$ cat config.mk
export PLATFORM = sky130hd
export DESIGN_NAME = uart_rx
export DESIGN_NICKNAME = d
export VERILOG_FILES = /design/src/rtl/uart_rx.sv
export SDC_FILE = /design/constraint.sdc
export NUM_CORES = 1
export LEC_CHECK = 0
export ABC_AREA = 1
export ABC_CLOCK_PERIOD_IN_PS = 2700
export BUFFER_PORTS_ARGS = -buffer_cell sky130_fd_sc_hd__buf_2
export CAP_MARGIN = 20
export CORE_MARGIN = 4
export CORE_UTILIZATION = 33
export DETAILED_ROUTE_END_ITERATION = 16
export HOLD_SLACK_MARGIN = 0.05
export PLACE_DENSITY = 0.55
export SLEW_MARGIN = 15
export SYNTH_ARGS = -nofsm -noshare
export SYNTH_HDL_FRONTEND = slang
export SYNTH_SLANG_ARGS = --single-unit
$ cat constraint.sdc
create_clock -name clk -period 2.7 [get_ports clk]
set_clock_uncertainty 0.15 [all_clocks]
set_input_delay 0.135 -clock clk [delete_from_list [all_inputs] [get_ports clk]]
set_output_delay 0.135 -clock clk [all_outputs]
set_load 0.1 [all_outputs]
$ cat src/rtl/uart_rx.sv
// uart_rx: 8N1 serial receiver (8E1 when UART_RX_PARITY_EN is defined)
// with a first-word fall-through receive FIFO and sticky line-error flags.
//
// Optional feature macro: UART_RX_PARITY_EN (adds an even-parity bit and the PARITY state).
//
// Ports:
//   clk, rst   system clock, asynchronous active-high reset
//   sIn        serial line, idle high, asynchronous to clk
//   dataRen    pop the head byte this cycle (ignored when empty)
//   errClr     clear the sticky flags; wins over a same-cycle set
//   data       FIFO head byte, 0 when empty
//   fifoEmpty  no bytes queued
//   fifoFull   FIFO holds FIFO_DEPTH bytes
//   frameErr   sticky: stop bit sampled low
//   overrun    sticky: good byte dropped because the FIFO was full
//   parityErr  sticky: parity mismatch (constant 0 without the macro)
module uart_rx #(
  parameter int CLKS_PER_BIT = 16,
  parameter int FIFO_DEPTH   = 4
) (
  input  logic       clk,
  input  logic       rst,
  input  logic       sIn,
  input  logic       dataRen,
  input  logic       errClr,
  output logic [7:0] data,
  output logic       fifoEmpty,
  output logic       fifoFull,
  output logic       frameErr,
  output logic       overrun,
  output logic       parityErr
);
  localparam int CNT_W = $clog2(CLKS_PER_BIT);
  localparam int PTR_W = $clog2(FIFO_DEPTH);
  localparam logic [CNT_W-1:0] FULL_CNT = CNT_W'(CLKS_PER_BIT - 1);
  localparam logic [CNT_W-1:0] HALF_CNT = CNT_W'(CLKS_PER_BIT / 2 - 1);

`ifdef UART_RX_PARITY_EN
  typedef enum logic [2:0] {IDLE, START, DATA, PARITY, STOP} rxStateT;
`else
  typedef enum logic [2:0] {IDLE, START, DATA, STOP} rxStateT;
`endif

  // two-flop synchronizer; reset to the idle line level so reset never looks like a start bit
  logic sMeta, sSync;
  always_ff @(posedge clk or posedge rst)
    if (rst) begin
      sMeta <= 1'b1;
      sSync <= 1'b1;
    end else begin
      sMeta <= sIn;
      sSync <= sMeta;
    end

  rxStateT          state, stateNext;
  logic [CNT_W-1:0] cnt, cntNext;
  logic [2:0]       bitIdx, idxNext;
  logic [7:0]       shiftReg, shiftNext;
  logic             frameDone, stopOk, parOk, goodFrame;
`ifdef UART_RX_PARITY_EN
  logic             parBit, parNext;
`endif

  always_ff @(posedge clk or posedge rst)
    if (rst) begin
      state    <= IDLE;
      cnt      <= '0;
      bitIdx   <= '0;
      shiftReg <= '0;
`ifdef UART_RX_PARITY_EN
      parBit   <= 1'b0;
`endif
    end else begin
      state    <= stateNext;
      cnt      <= cntNext;
      bitIdx   <= idxNext;
      shiftReg <= shiftNext;
`ifdef UART_RX_PARITY_EN
      parBit   <= parNext;
`endif
    end

  always_comb begin
    stateNext = state;
    cntNext   = cnt + 1'b1;
    idxNext   = bitIdx;
    shiftNext = shiftReg;
`ifdef UART_RX_PARITY_EN
    parNext   = parBit;
`endif
    frameDone = 1'b0;
    stopOk    = 1'b0;
    case (state)
      IDLE: begin
        cntNext = '0;
        if (!sSync) stateNext = START;
      end
      // a start bit that is high again at mid-bit was a glitch
      START: if (cnt == HALF_CNT) begin
        cntNext   = '0;
        stateNext = sSync ? IDLE : DATA;
      end
      DATA: if (cnt == FULL_CNT) begin
        cntNext           = '0;
        shiftNext[bitIdx] = sSync;
        idxNext           = bitIdx + 3'd1;
`ifdef UART_RX_PARITY_EN
        if (bitIdx == 3'd7) stateNext = PARITY;
`else
        if (bitIdx == 3'd7) stateNext = STOP;
`endif
      end
`ifdef UART_RX_PARITY_EN
      PARITY: if (cnt == FULL_CNT) begin
        cntNext   = '0;
        parNext   = sSync;
        stateNext = STOP;
      end
`endif
      // leave at the mid-stop sample so a back-to-back start edge is not missed
      STOP: if (cnt == FULL_CNT) begin
        cntNext   = '0;
        frameDone = 1'b1;
        stopOk    = sSync;
        stateNext = IDLE;
      end
      default: stateNext = IDLE;
    endcase
  end

`ifdef UART_RX_PARITY_EN
  assign parOk = ~^{parBit, shiftReg};
`else
  assign parOk = 1'b1;
`endif
  assign goodFrame = frameDone & stopOk & parOk;

  // receive FIFO
  logic [7:0]       mem [FIFO_DEPTH];
  logic [PTR_W-1:0] wrPtr, rdPtr;
  logic [PTR_W:0]   count;
  logic             push, pop;

  assign fifoEmpty = (count == '0);
  assign fifoFull  = (count == (PTR_W+1)'(FIFO_DEPTH));
  assign pop       = dataRen & ~fifoEmpty;
  // a pop in the same cycle frees the slot a full FIFO needs
  assign push      = goodFrame & (~fifoFull | pop);
  assign data      = fifoEmpty ? 8'h00 : mem[rdPtr];

  always_ff @(posedge clk)
    if (push) mem[wrPtr] <= shiftReg;

  always_ff @(posedge clk or posedge rst)
    if (rst) begin
      wrPtr <= '0;
      rdPtr <= '0;
      count <= '0;
    end else begin
      if (push) wrPtr <= wrPtr + 1'b1;
      if (pop)  rdPtr <= rdPtr + 1'b1;
      if (push && !pop)      count <= count + 1'b1;
      else if (pop && !push) count <= count - 1'b1;
    end

  always_ff @(posedge clk or posedge rst)
    if (rst) begin
      frameErr <= 1'b0;
      overrun  <= 1'b0;
    end else if (errClr) begin
      frameErr <= 1'b0;
      overrun  <= 1'b0;
    end else begin
      if (frameDone && !stopOk)            frameErr <= 1'b1;
      if (goodFrame && fifoFull && !pop)   overrun  <= 1'b1;
    end

`ifdef UART_RX_PARITY_EN
  always_ff @(posedge clk or posedge rst)
    if (rst)                           parityErr <= 1'b0;
    else if (errClr)                   parityErr <= 1'b0;
    else if (frameDone && stopOk && !parOk) parityErr <= 1'b1;
`else
  assign parityErr = 1'b0;
`endif

endmodule

After elaboration in Yosys (flattened, before gate mapping)
Memories as Yosys holds them, arrays and structs flattened. Cells that the tools add are included.

RAM bits: 32. Flip-flop bits (word level): 29. Memories kept: 1. Output and inout port bits: 13.

Equality and inequality tests: 12. Reductions and logical operators: 17. Magnitude comparators: 2. Multiplexer cells: 26. Add/sub/neg operators: 6. Bitwise operators: 6.

Memory list: mem (depth 4, bits a word 8, rd ports 1, clocked after Yosys merged registers in 0, wr ports 1, RTL line 139) `logic [7:0] mem [FIFO_DEPTH];`.

Operators with widths (count): $mux 3 (7); $pmux 3 s4 (1); $pmux 4 s3 (1); $mux 1 (11); $ne 2x2->1 const B (5); $bwmux 8 (1); $mux 4 (2); $mux 8 (1); $add 3x1->3 const B (2); $eq 3x2->1 const B (2); $eq 3x3->1 const B (2); $logic_and 1x1->1 (6); $logic_not 3->1 (2); $reduce_bool 2->1 (3); $reduce_and 5->1 (1); $add 2x1->2 const B (2); $add 4x1->4 const B (1); $eq 4x3->1 const B (1); $eq 4x4->1 const B (1); $lt 3x4->1 const B (1); $and 1x1->1 (3); $demux 1 s3 (1); $eq 3x1->1 const B (1); $ge 3x1->1 const B (1); other kinds (7) (10).

Depth between registers and ports, before layout
Gate-level depths: netlist (run 1).

Word-level depth: 9. Gate-level depth with buffers: 11. Depth with buffers taken out: 11.

Worst setup path after synthesis (run 1)
Ideal clock, no wire load.

Kind: reg2out. Start: register count[0]. End: output data[0]. Stages on the path, launching flop included: 5. Buffers on the path: 0. Slack: -0.681 ns. Arrival time: 3.096 ns. Required time: 2.415 ns. Cell sequence: dfrtp_1 -> inv_1 -> nand3_1 -> clkinv_1 -> a21oi_1.

Longest elaborated chain between the ends: 2.

RTL lines: from (decl) (RTL line 141) `logic [PTR_W:0] count;`; from (signal assigned) (RTL line 162) `if (push && !pop) count <= count + 1'b1;`; from (signal assigned) (RTL line 163) `else if (pop && !push) count <= count - 1'b1;`; $logic_not 3->1 (RTL line 144) `assign fifoEmpty = (count == '0);`; net fifoEmpty (RTL line 27) `output logic fifoEmpty,`; $mux 8 (RTL line 149) `assign data = fifoEmpty ? 8'h00 : mem[rdPtr];`; to (decl) (RTL line 26) `output logic [7:0] data,`.

The timed path passes the listed nets, and every way through them passes these cells.

Worst setup path in the final report (run 1)
Start: register rdPtr[0]. End: output data[3].

Longest elaborated chain between the ends: 2.

RTL lines: from (decl) (RTL line 140) `logic [PTR_W-1:0] wrPtr, rdPtr;`; from (signal assigned) (RTL line 161) `if (pop) rdPtr <= rdPtr + 1'b1;`; $mem_v2 4x8; $mux 8 (RTL line 149).

No other way between the ends.

==> metrics.txt, run 1 <==
outcome=finished clean; hold wc startpoint=sMeta$_DFF_PP1_; initial DRC count=87; R2R depth=11; total grt overflow=0; CTS root buf=clkbuf_8; Area Growth Syn to Fin=18.22%; wire length per cell=~12 um; RR Startpoint=cnt[0]$_DFF_PP0_; Slew @ Worst Pin=between 0.6 and 0.7 ns; Critical Path Source Type=flop; vias in the first global route=between 1,500 and 2,000; leakage power=1.363 nW; antenna cells=0; global-route wire length before repair=8369 um; Achievable Freq=between 400 and 500 MHz; post-CTS sizing=0; Final Max Slew Viols=0; largest net degree at the start of global routing=29; pre-CTS WS=about 0.35 ns; synth unique cells=25; TritonCTS Buffers=9; Synth area leaders=edfxtp_1 (36%), dfrtp_1 (24%), nor2_1 (6.6%); Register Area=~0.0017 mm2; clk sink count=60; # rows=32; post-route setup TNS=0 ns; Die Span Y=approximately 98 um; Mean Syn Cell Area=just over 10 um2; Port Buf Inserts=16; Critical Path Sink Type=output port; Endpoint, Worst Hold=sSync$_DFF_PP1_; WP data required=between 2 and 2.5 ns; Worst Path Max Fanout=18; clock edge transition at the registers on the reported setup and hold paths=approximately 0.07 ns; max cap viols=0; Final Hold Viols=0; Routed Antenna Nets=0; H-tree depth=3; RSZ-0062 raised after global routing=false; Detailed Routing Iterations Pass 1=4; global placement routability congestion=between 0.7 and 0.8; Synth async-reset ratio=0.4667; antenna violations before repair=0; vias per inst=about 4.4; multi-input logic area=~900 um2; DRC=0; Chip Width=between 90 and 100 um; Initial Util=0.3439; GRT Total Usage=0.1126; mapped cell area=roughly 0.0027 mm2; Pwr Density=1088 mW/mm2; EDFF count, synth=32; layout cell share with drive strength beyond 1=0.1967; Setup WS post-layout=~0.32 ns; Max Root-Sink Buffers=2; sequential area share after synthesis=0.6198; worst hold-check path type=reg2reg; Final HPWL DP=3251 um; Crit Path Class=reg2out; Tmin final=2.383 ns; crit path DAT=~2.1 ns; Worst VDD drop=around 0.3 mV; Post-Syn Instances=264; top_reg_cell synth=edfxtp_1; yosys warns=0; Max-slew headroom=0.5742; via count=approximately 1,800; final wirelength=around 4800 um; #FFs+latches synth=60; fin crit share=0.8827; post-CTS setup buffer count=0; r2r setup slk=around 0.35 ns; Filler cells=766; net count after synthesis=278; worst skew pair latency=around 0.33 ns; final-stage net count=309; Yosys top cell area share=0.3579; commonest cells in the netlist=nor2_1 (47), nand2_1 (37), edfxtp_1 (32); Final setup viols=0; TritonCTS clock tree=built; largest area contributor in the netlist=edfxtp_1; most common cell in the netlist=nor2_1; IO Pins=18; worst reg2reg endpoint=count[2]$_DFFE_PP0P_; die area=approximately 0.0096 mm2; Core Region=about 0.0078 mm2; Worst Hold Path Cells=0
## per-layer routing
metal	wire length, um	vias up	global-route usage
met3	106	4	0.02786
li1	-	922	-
met2	2406	14	0.1906
met5	0	-	0
met1	2220	813	0.1318
met4	60	0	0.05987
## timing repair
item | in CTS | in global routing
hold endpoints to repair | 33 | 0
hold buffers | 5 | 0
setup endpoints to repair | 0 | 0
## cell usage in the layout, fill, tap and decap left out
cell type      count
clkinv_1           3
nor2_2             3
inv_6              1
nor2_1            47
dlygate4sd3_1      5
nand4_1            1
o21ai_1           15
nor2_4             1
nand2_1           37
xor2_1             4
dfstp_2            2
edfxtp_1          32
a21oi_1            4
inv_2              2
buf_4              5
bufinv_16          1
nand3_4            1
dfrtp_1           26
nor2_8             1
nand3_1           13
ha_1               8
inv_1             27
clkbuf_8           9
clkinv_2           1
o21ai_0           15
buf_2             16
a21oi_2            8
fa_1               1
clkinv_4           1
clkinvlp_4         3
nand2_2            4
xnor2_1            2
conb_1             1
## report_power, final
group	switching, W	internal (W)	total (W)
sequential	0.000129	0.00103	0.00116
combinational	0.00120	0.000308	0.00151
clock	0.000356	0.000428	0.000784
total	0.00168	0.00177	0.00345
## worst max-delay path by stage
stage          depth (start not counted)                  from              endpoint
4_1_cts                                4  rdPtr[0]$_DFFE_PP0N_               data[6]
6_report                               4  rdPtr[0]$_DFFE_PP0N_               data[3]
3_5_place_dp                          11      cnt[0]$_DFF_PP0_  count[2]$_DFFE_PP0P_
5_1_grt                               11      cnt[0]$_DFF_PP0_  count[2]$_DFFE_PP0P_
3_3_place_gp                          11      cnt[0]$_DFF_PP0_  count[2]$_DFFE_PP0P_
2_1_floorplan                          4  count[0]$_DFFE_PP0P_               data[0]
## registers in the layout (all words and copies together) (netlist names)
name / cells
bitIdx: 3
cnt: 4
count: 3
frameErr: 1
mem: 32
overrun: 1
rdPtr: 2
sMeta: 1
sSync: 1
shiftReg: 8
state: 2
wrPtr: 2
## kinds of logic (layout without fill, tap and decap cells)
kind of cell	count (synthesis)	after routing	synth area share
AND/OR/NAND/NOR	108	108	0.1785
XOR/XNOR	6	6	0.01957
buffers and inverters	38	74	0.05778
adder cells (fa/ha/maj)	9	9	0.04474
AO/OA/AOI/OAI	42	42	0.07828
flip-flops	60	60	0.6198
other	1	1	0.001397
## per-stage QoR
step	std cells	hold slack, ns	total power [W]	util	cell area [um2]
floorplan	264	-0.01052	0.002481	-	2715
global placement	381	0.06560	0.002687	0.3747	2925
detailed placement	381	0.06975	0.002704	0.3747	2925
CTS	402	0.2079	0.003516	0.4066	3174
global route	402	0.2179	0.003689	0.4066	3174
finish	402	0.2065	0.003454	0.4066	3174
## area by class of cell
| class | count | area share |
|---|---|---|
| tap | 102 | 0.04020 |
| inverter | 32 | 0.03784 |
| timing repair buffer | 26 | 0.05282 |
| clock buffer | 9 | 0.03902 |
| multi-input combinational | 166 | 0.2822 |
| clock inverter | 7 | 0.02365 |
| sequential | 60 | 0.5242 |
## worst max-delay path, stage by stage, from the launching register on
cell     delay (ns)
dfrtp_1        0.62
inv_2          0.36
o21ai_0        0.17
a21oi_2        0.17
buf_2          0.45
No activity file was read; power rests on OpenSTA's default activity.
==> inputs of run 2 (changes only) <==
Settings changed: GPL_TIMING_DRIVEN set to 0.
==> metrics.txt, run 2 (synthesized netlist as in run 1, its figures left out) <==
outcome=finished clean; worst skew pair latency=0.34 ns; CP Cell Sequence=ha_1, nand3_4, nor2_2, nand2_2, nor2_4, ha_1, inv_1, fa_1, a21oi_1, o21ai_0, xor2_1; Reg power frac=0.305; total net switching power=0.001705 W; Pwr Density=1118 mW/mm2; final-stage net count=between 300 and 400; met2 GRT Util=0.1749; Achievable Freq=between 400 and 500 MHz; clk sink count=60; Die Span Y=between 90 and 100 um; met3 Usage GRT=0.03929; multi-input logic area=895.9 um2; WP data required=roughly 2.8 ns; top flop regs=mem (32), shiftReg (8), cnt (4); DRC=0; global placement routability congestion=0.7143; post-CTS setup buffer count=0; Tmin final=around 2.5 ns; H-tree depth=3; Routed Antenna Nets=0; leakage power=approximately 1.4 nW; layout cell share with drive strength beyond 1=0.1987; antenna cells=0; worst hold-check path type=reg2reg; clock edge transition at the registers on the reported setup and hold paths=~0.070 ns; global-route wire length before repair=around 8400 um; Most flops, register=mem; initial DRC count=61; TritonCTS clock tree=built; Area Growth Syn to Fin=19.71%; Worst Path Max Fanout=4; crit-path most repeated cell=ha_1; CTS root buf=clkbuf_8; max reg flops=32; Max-slew headroom=0.4727; die area=a little under 0.01 mm2; total power=approximately 0.0036 W; Worst VDD drop=0.2696 mV; max cap viols=0; Final Hold Viols=0; Power Internal=approximately 0.0019 W; Max Root-Sink Buffers=2; Core Region=0.007807 mm2; Detailed Routing Iterations Pass 1=4; Clk pwr share=0.244; final wirelength=just under 5000 um; total grt overflow=0; via count=about 1,800; Crit-path slowest cell=dfrtp_1; Final HPWL DP=approximately 3400 um; Final setup viols=0; vias per inst=between 4 and 5; wire length per cell=around 12 um; crit path DAT=approximately 2.6 ns; fin crit share=0.9206; r2r setup slk=roughly 0.21 ns; TritonCTS Buffers=9; post-CTS sizing=0; Slew @ Worst Pin=~0.79 ns; GR Util met1=0.1376; vias in the first global route=roughly 1,700; Crit Path Class=reg2reg; Sw Ratio=0.4746; # rows=32; WP buf/inv=1; RSZ-0062 raised after global routing=false; Register Area=about 0.0017 mm2; Final Util=0.4117; Crit path largest cell delay=0.38 ns; combinational share of power=0.451; largest net degree at the start of global routing=18; Port Buf Inserts=16; Final Max Slew Viols=0; antenna violations before repair=0; Filler cells=between 700 and 800; top cell family by delay on the critical path=adder cells; Chip Width=just under 100 um; Critical Path Sink Type=flop; grt peak-use layer=met2; IO Pins=18; Initial Util=0.3439; Critical Path Source Type=flop; GRT Total Usage=0.1116; most frequent cells in the layout=nor2_1 (47), nand2_1 (37), edfxtp_1 (32), inv_1 (27), dfrtp_1 (26); commonest non-fill, non-tap cell in the layout=nor2_1
==> run 2: per-stage QoR <==
step | hold slack (ns) | worst slack [ns] | area (um2) | instances | setup TNS (ns)
after floorplan | -0.01052 | -0.1936 | 2715 | 264 | -1.548
after CTS | 0.2082 | 0.2321 | 3214 | 404 | 0
final | 0.2073 | 0.2144 | 3214 | 404 | 0
after detailed placement | 0.05582 | 0.3025 | 2950 | 383 | 0
after global routing | 0.2144 | 0.08588 | 3214 | 404 | 0
after global placement | 0.09450 | 0.3354 | 2923 | 382 | 0
==> run 2: power groups by stage <==
stage               clock network [W]  registers (W)  logic [W]
detailed placement                  0        0.00111    0.00162
global route                 0.000952        0.00111    0.00173
floorplan                           0        0.00110    0.00138
global placement                    0        0.00111    0.00160
CTS                          0.000906        0.00110    0.00163
finish                       0.000878        0.00110    0.00162
==> run 2: layout make-up <==
| cell class | count | share of cell area |
|---|---|---|
| flip-flops and latches | 60 | 0.5177 |
| multi-input cells | 166 | 0.2787 |
| repair buffers | 22 | 0.04905 |
| well taps | 102 | 0.03970 |
| clock buffers | 9 | 0.03854 |
| inverters | 32 | 0.03737 |
| clock inverters | 7 | 0.02803 |
| plain buffers | 6 | 0.01090 |
==> run 2: timing repair <==
item / CTS / global route
endpoints found under the setup margin: 0 / 0
hold buffers: 5 / 0
endpoints found under the hold margin: 26 / 0
==> run 2: metal layers <==
metal,up-vias,share of wire
li1,921,-
met1,804,0.47
met2,21,0.47
met3,11,0.039
met4,0,0.023
met5,-,0
==> run 2: worst paths after layout <==
check                                                to  cells after the start        startpoint
worst max-delay path               count[2]$_DFFE_PP0P_                     11  cnt[0]$_DFF_PP0_
worst min-delay path                    sSync$_DFF_PP1_                      0   sMeta$_DFF_PP1_
worst max register to register     count[2]$_DFFE_PP0P_                     11  cnt[0]$_DFF_PP0_
worst min register to register          sSync$_DFF_PP1_                      0   sMeta$_DFF_PP1_
max in group asynchronous       shiftReg[1]$_DFFE_PP0P_                      4               rst
min in group asynchronous              cnt[3]$_DFF_PP0_                      3               rst
